<file path="src/rtl/pwm_multi_gen_if.sv">
// Control/status bundle for pwm_multi_gen: the register side drives the
// master modport, the generator sits on the slave modport.
interface pwm_multi_gen_if #(
   parameter int WIDTH    = 8,
   parameter int CHANNELS = 4
);
   logic                        enable;
   logic                        load;
   logic [WIDTH-1:0]            period_in;
   logic                        mode_in;
   logic [CHANNELS*WIDTH-1:0]   duty_in;
   logic [CHANNELS-1:0]         pwm;
   logic                        period_start;
   logic                        update_pending;
   logic [WIDTH-1:0]            counter;

   modport master (
      output enable, load, period_in, mode_in, duty_in,
      input  pwm, period_start, update_pending, counter
   );

   modport slave (
      input  enable, load, period_in, mode_in, duty_in,
      output pwm, period_start, update_pending, counter
   );
endinterface

</file>
<file path="src/rtl/pwm_multi_gen.sv">
// Multi-channel PWM generator: one shared timebase (edge or center aligned),
// double-buffered period/mode/duty that switch only at a period boundary.
module pwm_multi_gen #(
   parameter int WIDTH    = 8,
   parameter int CHANNELS = 4
) (
   input logic              clk,
   input logic              rst_n,
   pwm_multi_gen_if.slave   bus
);

   typedef enum logic {
      DIR_UP   = 1'b0,
      DIR_DOWN = 1'b1
   } dir_e;

   logic [WIDTH-1:0]                 cnt_q, cnt_d;
   dir_e                             dir_q, dir_d;
   logic [WIDTH-1:0]                 act_p_q, act_p_d;
   logic [WIDTH-1:0]                 shd_p_q, shd_p_d;
   logic                             act_mode_q, act_mode_d;
   logic                             shd_mode_q, shd_mode_d;
   logic [CHANNELS-1:0][WIDTH-1:0]   act_duty_q, act_duty_d;
   logic [CHANNELS-1:0][WIDTH-1:0]   shd_duty_q, shd_duty_d;
   logic                             pend_q, pend_d;
   logic [CHANNELS-1:0]              pwm_q, pwm_d;
   logic                             pstart_q, pstart_d;

   logic [WIDTH-1:0]                 p_eff;
   logic                             boundary;

   always_comb begin
      // Center mode treats P=0 as P=1 so the up/down walk always has a top.
      p_eff    = (act_p_q == '0) ? {{(WIDTH-1){1'b0}}, 1'b1} : act_p_q;
      boundary = act_mode_q ? ((cnt_q == '0) && (dir_q == DIR_DOWN))
                            : (cnt_q >= act_p_q);

      cnt_d      = cnt_q;
      dir_d      = dir_q;
      act_p_d    = act_p_q;
      shd_p_d    = shd_p_q;
      act_mode_d = act_mode_q;
      shd_mode_d = shd_mode_q;
      act_duty_d = act_duty_q;
      shd_duty_d = shd_duty_q;
      pend_d     = pend_q;
      pwm_d      = pwm_q;
      pstart_d   = pstart_q;

      if (!bus.enable) begin
         cnt_d    = '0;
         dir_d    = DIR_UP;
         pwm_d    = '0;
         pstart_d = 1'b0;
         if (bus.load) begin
            act_p_d    = bus.period_in;
            act_mode_d = bus.mode_in;
            act_duty_d = bus.duty_in;
            shd_p_d    = bus.period_in;
            shd_mode_d = bus.mode_in;
            shd_duty_d = bus.duty_in;
            pend_d     = 1'b0;
         end
      end else begin
         for (int i = 0; i < CHANNELS; i++) begin
            pwm_d[i] = (cnt_q < act_duty_q[i]);
         end
         pstart_d = (cnt_q == '0) && (dir_q == DIR_UP);

         // A load landing on the boundary edge bypasses the shadow stage.
         if (bus.load) begin
            shd_p_d    = bus.period_in;
            shd_mode_d = bus.mode_in;
            shd_duty_d = bus.duty_in;
            if (boundary) begin
               act_p_d    = bus.period_in;
               act_mode_d = bus.mode_in;
               act_duty_d = bus.duty_in;
               pend_d     = 1'b0;
            end else begin
               pend_d     = 1'b1;
            end
         end else if (boundary && pend_q) begin
            act_p_d    = shd_p_q;
            act_mode_d = shd_mode_q;
            act_duty_d = shd_duty_q;
            pend_d     = 1'b0;
         end

         if (boundary) begin
            cnt_d = '0;
            dir_d = DIR_UP;
         end else if (!act_mode_q) begin
            cnt_d = cnt_q + 1'b1;
         end else if (dir_q == DIR_UP) begin
            if (cnt_q >= p_eff - 1'b1) begin
               dir_d = DIR_DOWN;
            end else begin
               cnt_d = cnt_q + 1'b1;
            end
         end else begin
            cnt_d = cnt_q - 1'b1;
         end
      end
   end

   always_ff @(posedge clk or negedge rst_n) begin
      if (!rst_n) begin
         cnt_q      <= '0;
         dir_q      <= DIR_UP;
         act_p_q    <= '0;
         shd_p_q    <= '0;
         act_mode_q <= 1'b0;
         shd_mode_q <= 1'b0;
         act_duty_q <= '0;
         shd_duty_q <= '0;
         pend_q     <= 1'b0;
         pwm_q      <= '0;
         pstart_q   <= 1'b0;
      end else begin
         cnt_q      <= cnt_d;
         dir_q      <= dir_d;
         act_p_q    <= act_p_d;
         shd_p_q    <= shd_p_d;
         act_mode_q <= act_mode_d;
         shd_mode_q <= shd_mode_d;
         act_duty_q <= act_duty_d;
         shd_duty_q <= shd_duty_d;
         pend_q     <= pend_d;
         pwm_q      <= pwm_d;
         pstart_q   <= pstart_d;
      end
   end

   assign bus.pwm            = pwm_q;
   assign bus.period_start   = pstart_q;
   assign bus.update_pending = pend_q;
   assign bus.counter        = cnt_q;

endmodule
</file>
<file path="src/flat_wrapper.sv">
// flat-port wrapper written by rule: the top's interface ports become plain ports
module pwm_multi_gen_flat 
#(
   parameter int WIDTH    = 8,
   parameter int CHANNELS = 4
)
  (clk, rst_n, bus_enable, bus_load, bus_period_in, bus_mode_in, bus_duty_in, bus_pwm, bus_period_start, bus_update_pending, bus_counter);
  pwm_multi_gen_if #(.WIDTH(WIDTH), .CHANNELS(CHANNELS)) bus_i ();
  input logic clk;
  input logic rst_n;
  input wire logic [$bits(bus_i.enable)-1:0] bus_enable;
  input wire logic [$bits(bus_i.load)-1:0] bus_load;
  input wire logic [$bits(bus_i.period_in)-1:0] bus_period_in;
  input wire logic [$bits(bus_i.mode_in)-1:0] bus_mode_in;
  input wire logic [$bits(bus_i.duty_in)-1:0] bus_duty_in;
  output wire logic [$bits(bus_i.pwm)-1:0] bus_pwm;
  output wire logic [$bits(bus_i.period_start)-1:0] bus_period_start;
  output wire logic [$bits(bus_i.update_pending)-1:0] bus_update_pending;
  output wire logic [$bits(bus_i.counter)-1:0] bus_counter;
  assign bus_i.enable = bus_enable;
  assign bus_i.load = bus_load;
  assign bus_i.period_in = bus_period_in;
  assign bus_i.mode_in = bus_mode_in;
  assign bus_i.duty_in = bus_duty_in;
  assign bus_pwm = bus_i.pwm;
  assign bus_period_start = bus_i.period_start;
  assign bus_update_pending = bus_i.update_pending;
  assign bus_counter = bus_i.counter;
  pwm_multi_gen #(.WIDTH(WIDTH), .CHANNELS(CHANNELS)) u_core (.clk(clk), .rst_n(rst_n), .bus(bus_i));
endmodule
</file>
<file path="config.mk">
export PLATFORM = sky130hd
export DESIGN_NAME = pwm_multi_gen_flat
export DESIGN_NICKNAME = d
export VERILOG_FILES = /design/src/rtl/pwm_multi_gen_if.sv /design/src/rtl/pwm_multi_gen.sv /design/src/flat_wrapper.sv
export SDC_FILE = /design/constraint.sdc
export NUM_CORES = 1
export LEC_CHECK = 0
export CORE_MARGIN = 1.5
export CORE_UTILIZATION = 40
export CTS_BUF_LIST = sky130_fd_sc_hd__clkbuf_2 sky130_fd_sc_hd__clkbuf_4 sky130_fd_sc_hd__clkbuf_8
export CTS_CLUSTER_DIAMETER = 150
export DETAILED_ROUTE_END_ITERATION = 7
export GPL_TIMING_DRIVEN = 1
export MAX_ROUTING_LAYER = met4
export SLEW_MARGIN = 40
export SYNTH_ARGS = -nofsm -noshare
export SYNTH_HDL_FRONTEND = slang
export SYNTH_SLANG_ARGS = --single-unit
</file>
<file path="constraint.sdc">
create_clock -name clk -period 4.1 [get_ports clk]
set_input_delay 0.82 -clock clk [delete_from_list [all_inputs] [get_ports clk]]
set_output_delay 0.82 -clock clk [all_outputs]
set_load 0.05 [all_outputs]
</file>
==> flow_metrics.env, run 1 <==
export IMPL_tns_ps=0
export IMPL_leakage_uw=0.00311
export IMPL_num_rows=43
export IMPL_synth_cell_types=44
export IMPL_die_h_um=121
export IMPL_fin_ws_ps=620
export IMPL_fmax_ghz=0.287
export IMPL_root_buffer="clkbuf_8"
export IMPL_outcome="complete, no violations"
export IMPL_dp_hpwl_um=8250
export IMPL_cts_resized=0
export IMPL_fin_crit_sh_pct=84.9
export IMPL_grt_total_usage_pct=18.0
export IMPL_cts_max_level=3
export IMPL_final_common_cell="dfrtp_1"
export IMPL_setup_violations_final=0
export IMPL_gp_congestion=0.847
export IMPL_rsz0062_at_grt="no"
export IMPL_dr_pass1_iters=4
export IMPL_ys_ff_latch=97
export IMPL_path_class="reg -> reg"
export IMPL_drc=0
export IMPL_cts_tree="done"
export IMPL_final_seq_area_um2=2430
export IMPL_grt_max_degree=50
export IMPL_grt_busiest_layer="met2"
export IMPL_drive_gt1_share_pct=13.7
export IMPL_maxCapViolCount=0
export IMPL_worst_pin_slew_ps=695
export IMPL_grt_use_met2_pct=28.1
export IMPL_drtIter0Drc=168
export IMPL_worstSkewPairLatency_ps=390
export IMPL_post_cts_buffers=0
export IMPL_dieArea_um2=14700
export IMPL_most_common_layout_cells="dfrtp_1, mux2i_1, clkdlybuf4s50_1"
export IMPL_ys_warn_count=0
export IMPL_grt_pass1_vias=3946
export IMPL_clk_pin_slew_worst_paths_ps=100
export IMPL_antenna_found_initial=1
export IMPL_use_met1_pct=23.2
export IMPL_synth_edf_count=0
export IMPL_num_fill_cells=1318
export IMPL_hold_viol_final=0
export IMPL_power_density_nw_per_um2=514
export IMPL_start_util_pct=40.6
export IMPL_syn_nets=577
export IMPL_fin_nets=633
export IMPL_path_max_fanout=10
export IMPL_worstPathArrival_ps=3760
export IMPL_ys_async_sr_fraction_pct=100
export IMPL_cts_hold_fix_buffers=0
export IMPL_synthCells=485
export IMPL_syn_area_per_cell_um2=11.5
export IMPL_peakVddDrop_mv=0.245
export IMPL_synth_area_um2=5600
export IMPL_synthFlopType="dfrtp_1"
export IMPL_die_w_um=121
export IMPL_grt_pass1_wl_um=19900
export IMPL_core_area_um2=13800
export IMPL_yosysSeqAreaShare_pct=43.4
export IMPL_cts_sinks=97
export IMPL_drt_total_wl_um=12000
export IMPL_endpoint_kind="flop"
export IMPL_fin_crit_ps=3480
export IMPL_antenna_left=0
export IMPL_grt_remaining_overflow=0
export IMPL_numCtsBuffers=9
export IMPL_area_growth_pct=17.2
export IMPL_finalClockSkew_ps=13.4
export IMPL_vias_per_cell=5.30
export IMPL_cp_start_kind="flop"
export IMPL_cp_data_required_time_ps=4380
export IMPL_vias=3851
export IMPL_slew_violations=0
export IMPL_hold_class="in -> async"
export IMPL_wl_per_cell_um=16.5
export IMPL_place_ws_ps=459
export IMPL_clockBufferDepth=2
export IMPL_slew_headroom_pct=53.7
export IMPL_multi_input_area_um2=2870
export IMPL_portBuffers=58
export IMPL_grt_use_met3_pct=4.23
export IMPL_ios=59
metal layers:
metal	up-vias	part of all wire [%]
met3	12	4.8
met2	74	48
met1	1911	45
li1	1854	-
met5	-	0
met4	0	1.5
worst max-delay path, stage by stage (launching register included):
cell and delay [ps]:
dfrtp_1 420, or4_1 540, or3_1 340, nor2_1 100, nor2_1 60, ha_1 210, xnor2_1 180, ha_1 270
a211oi_1 250, o21ai_1 130, a21oi_2 410, o211ai_1 130, a311oi_1 320
per-stage QoR:
stage               power, uW  hold WS, ps  instance area [um^2]  utilization (%)  cells
finish                   3380          458                  6560             47.6    727
global route             3630          502                  6560             47.6    727
CTS                      3410          477                  6560             47.6    726
detailed placement       2720          486                  6340             46.0    710
global placement         2660          480                  6330             46.0    710
floorplan                2350          472                  5600                -    485
cell usage after synthesis (3+ instances only):
master,n,area [um^2]
dfrtp_1,97,2430
mux2i_1,84,841
inv_1,48,180
ha_1,47,588
mux2_2,41,462
a21oi_1,16,80.1
clkbuf_1,14,52.6
nor2_1,14,52.6
a21o_1,13,97.6
nand2_1,10,37.5
a211oi_1,7,52.6
a311oi_1,7,61.3
nand2b_1,7,43.8
nand3b_1,7,52.6
nand4_1,6,37.5
o211ai_1,6,45.0
a31oi_1,5,31.3
nor2b_1,5,31.3
nor3_1,5,25.0
xnor2_1,5,43.8
buf_8,4,60.1
or3_1,4,25.0
and3_1,3,18.8
o21ai_0,3,15.0
o31a_1,3,26.3
report_power, final:
| group | total [uW] | internal [uW] | switching (uW) |
|---|---|---|---|
| sequential | 1370 | 1220 | 146 |
| combinational | 1320 | 599 | 721 |
| clock | 689 | 342 | 348 |
cells by family (layout without fill, tap and decap cells):
kind of cell / after synthesis / in the layout / synth area share (%)
AOI/OAI and AO/OA: 69 / 69 / 8.85
DFF: 97 / 97 / 43.4
other: 0 / 1 / 0
xor gates and xnor gates: 5 / 5 / 0.782
and+or+nand+nor: 73 / 73 / 7.62
muxes: 125 / 125 / 23.3
buffers and inverters: 69 / 130 / 5.59
adders and majority gates: 47 / 47 / 10.5
final cells by class:
class,count,share of cell area [%]
Multi-Input combinational cell,319,43.7
Sequential cell,97,37.0
Timing Repair Buffer,66,9.76
Tap cell,180,3.43
Inverter,48,2.75
Clock buffer,13,2.63
Clock inverter,3,0.706
Antenna cell,1,0.0381
state kept, by name, summed over array words and instances, names as in the netlist, 4 cells and up:
name and cells:
u_core.act_duty_q 32, u_core.act_p_q 8, u_core.bus.counter 8, u_core.shd_p_q 8
u_core.shd_duty_q 32, u_core.bus.pwm 4
worst paths after layout:
kind	startpoint	to	slack [ps]	depth (start not counted)
max in group asynchronous	rst_n	u_core.act_duty_q[16]	2810	2
max reg2reg	u_core.act_p_q[5]	u_core.bus.counter[7]	620	12
max	u_core.act_p_q[5]	u_core.bus.counter[7]	620	12
min	rst_n	u_core.act_duty_q[8]	460	1
min reg2reg	u_core.shd_p_q[3]	u_core.shd_p_q[3]	500	1
min in group clk	u_core.shd_p_q[3]	u_core.shd_p_q[3]	500	1
(Power assumes the default switching activity.)
==> run 2, diff against run 1 <==
==> constraint.sdc (replaced) <==
create_clock -name clk -period 3.3 [get_ports clk]
set_input_delay 0.66 -clock clk [delete_from_list [all_inputs] [get_ports clk]]
set_output_delay 0.66 -clock clk [all_outputs]
set_load 0.05 [all_outputs]
==> flow_metrics.env, run 2 (synthesized netlist as in run 1, its figures left out) <==
export IMPL_antenna_found_initial=1
export IMPL_drive_gt1_share_pct=18.6
export IMPL_leakage_uw=0.00323
export IMPL_area_growth_pct=21.4
export IMPL_slew_headroom_pct=51.6
export IMPL_endpoint_kind="flop"
export IMPL_fin_ws_ps=-75.0
export IMPL_dr_pass1_iters=4
export IMPL_worstSkewPairLatency_ps=390
export IMPL_worstPathArrival_ps=3670
export IMPL_final_cells=746
export IMPL_fin_nets=652
export IMPL_ios=59
export IMPL_hold_class="in -> async"
export IMPL_cts_max_level=3
export IMPL_utilization_pct=49.3
export IMPL_cts_hold_fix_buffers=0
export IMPL_grt_total_usage_pct=18.8
export IMPL_root_buffer="clkbuf_8"
export IMPL_numCtsBuffers=9
export IMPL_grt_pass1_vias=4083
export IMPL_path_max_fanout=2
export IMPL_vias_per_cell=5.26
export IMPL_outcome="finished, violations left"
export IMPL_antenna_left=0
export IMPL_clockBufferDepth=2
export IMPL_die_h_um=121
export IMPL_dp_hpwl_um=8680
export IMPL_dieArea_um2=14700
export IMPL_clk_pin_slew_worst_paths_ps=90
export IMPL_num_rows=43
export IMPL_vias=3927
export IMPL_finalClockSkew_ps=8.24
export IMPL_drc=0
export IMPL_cp_start_kind="flop"
export IMPL_drt_total_wl_um=12500
export IMPL_reg_top3="u_core.act_duty_q x32, u_core.shd_duty_q x32"
export IMPL_fin_crit_sh_pct=102
export IMPL_worst_pin_slew_ps=726
export IMPL_start_util_pct=40.6
export IMPL_maxCapViolCount=0
export IMPL_portBuffers=58
export IMPL_path_class="reg -> reg"
export IMPL_die_w_um=121
export IMPL_most_common_layout_cells="dfrtp_1, mux2i_1, clkdlybuf4s50_1"
export IMPL_rsz0062_at_grt="yes"
export IMPL_grt_remaining_overflow=0
export IMPL_core_area_um2=13800
export IMPL_violations="negative setup slack"
export IMPL_place_ws_ps=-219
export IMPL_hold_viol_final=0
export IMPL_power_density_nw_per_um2=648
export IMPL_gp_congestion=0.814
export IMPL_num_fill_cells=1286
export IMPL_power_uw=4400
export IMPL_tns_ps=-85.4
export IMPL_grt_max_degree=54
export IMPL_drtIter0Drc=183
export IMPL_final_common_cell="dfrtp_1"
export IMPL_wl_per_cell_um=16.8
export IMPL_setup_violations_final=2
export IMPL_cts_sinks=97
export IMPL_fin_crit_ps=3370
export IMPL_dp_cells=723
export IMPL_cp_data_required_time_ps=3600
export IMPL_cts_tree="done"
export IMPL_grt_pass1_wl_um=20700
export IMPL_fmax_ghz=0.296
export IMPL_peakVddDrop_mv=0.338
export IMPL_slew_violations=0
## run 2: worst max-delay path, cell delays in order (launching register included)
cell	delay, ps
dfrtp_1	400
or4_4	540
or3_4	340
nor2_1	90
nor2_1	60
ha_2	190
nand2_2	80
nor4_2	50
xnor2_1	120
ha_1	320
nand3_4	120
o22ai_4	90
buf_6	120
a21o_1	170
or3_1	360
a311oi_2	230
## run 2: metal layers
layer  part of all wire, %  track usage (%)  vias to the layer above
met3                   4.8             4.89                       14
li1                      -                -                     1887
met2                    47             29.2                       77
met5                     0                -                        -
met4                   1.2             5.22                        0
met1                    47             24.4                     1949
## run 2: path summary, 6_finish.rpt
check,start,to,slack (ps),depth (start not counted)
hold / removal,rst_n,u_core.shd_duty_q[0],280,1
min in group clk,u_core.shd_duty_q[8],u_core.shd_duty_q[8],500,1
max in group asynchronous,rst_n,u_core.shd_mode_q,2310,2
setup / recovery,u_core.act_p_q[6],u_core.bus.counter[2],-70,15
setup reg to reg,u_core.act_p_q[6],u_core.bus.counter[2],-70,15
hold reg to reg,u_core.shd_duty_q[8],u_core.shd_duty_q[8],500,1
## run 2: area by class of cell
cell class | count | area, um^2 | share of cell area [%]
Clock buffer | 12 | 165 | 2.43
Clock inverter | 4 | 48.8 | 0.718
Antenna cell | 1 | 2.50 | 0.0368
Sequential cell | 97 | 2430 | 35.7
Timing Repair Buffer | 85 | 807 | 11.9
Inverter | 48 | 180 | 2.65
Tap cell | 180 | 225 | 3.31
Multi-Input combinational cell | 319 | 2940 | 43.3
## run 2: report_power, final
part,internal (uW),switching [uW],total (uW)
sequential,1520,167,1680
clock,413,440,853
combinational,861,1010,1870
## run 2: timing repair
action                                  in CTS  in global routing
resized for setup                            8                 12
buffers inserted                             2                  5
gates cloned                                 0                  0
pin swaps                                    2                  8
endpoints found under the setup margin       8                  9
## run 2: metrics by stage
step,hold slack (ps),area (um^2)
5_1_grt,321,6800
3_3_place_gp,480,6440
6_report,282,6800
2_1_floorplan,364,5600
4_1_cts,286,6690
3_5_place_dp,485,6440
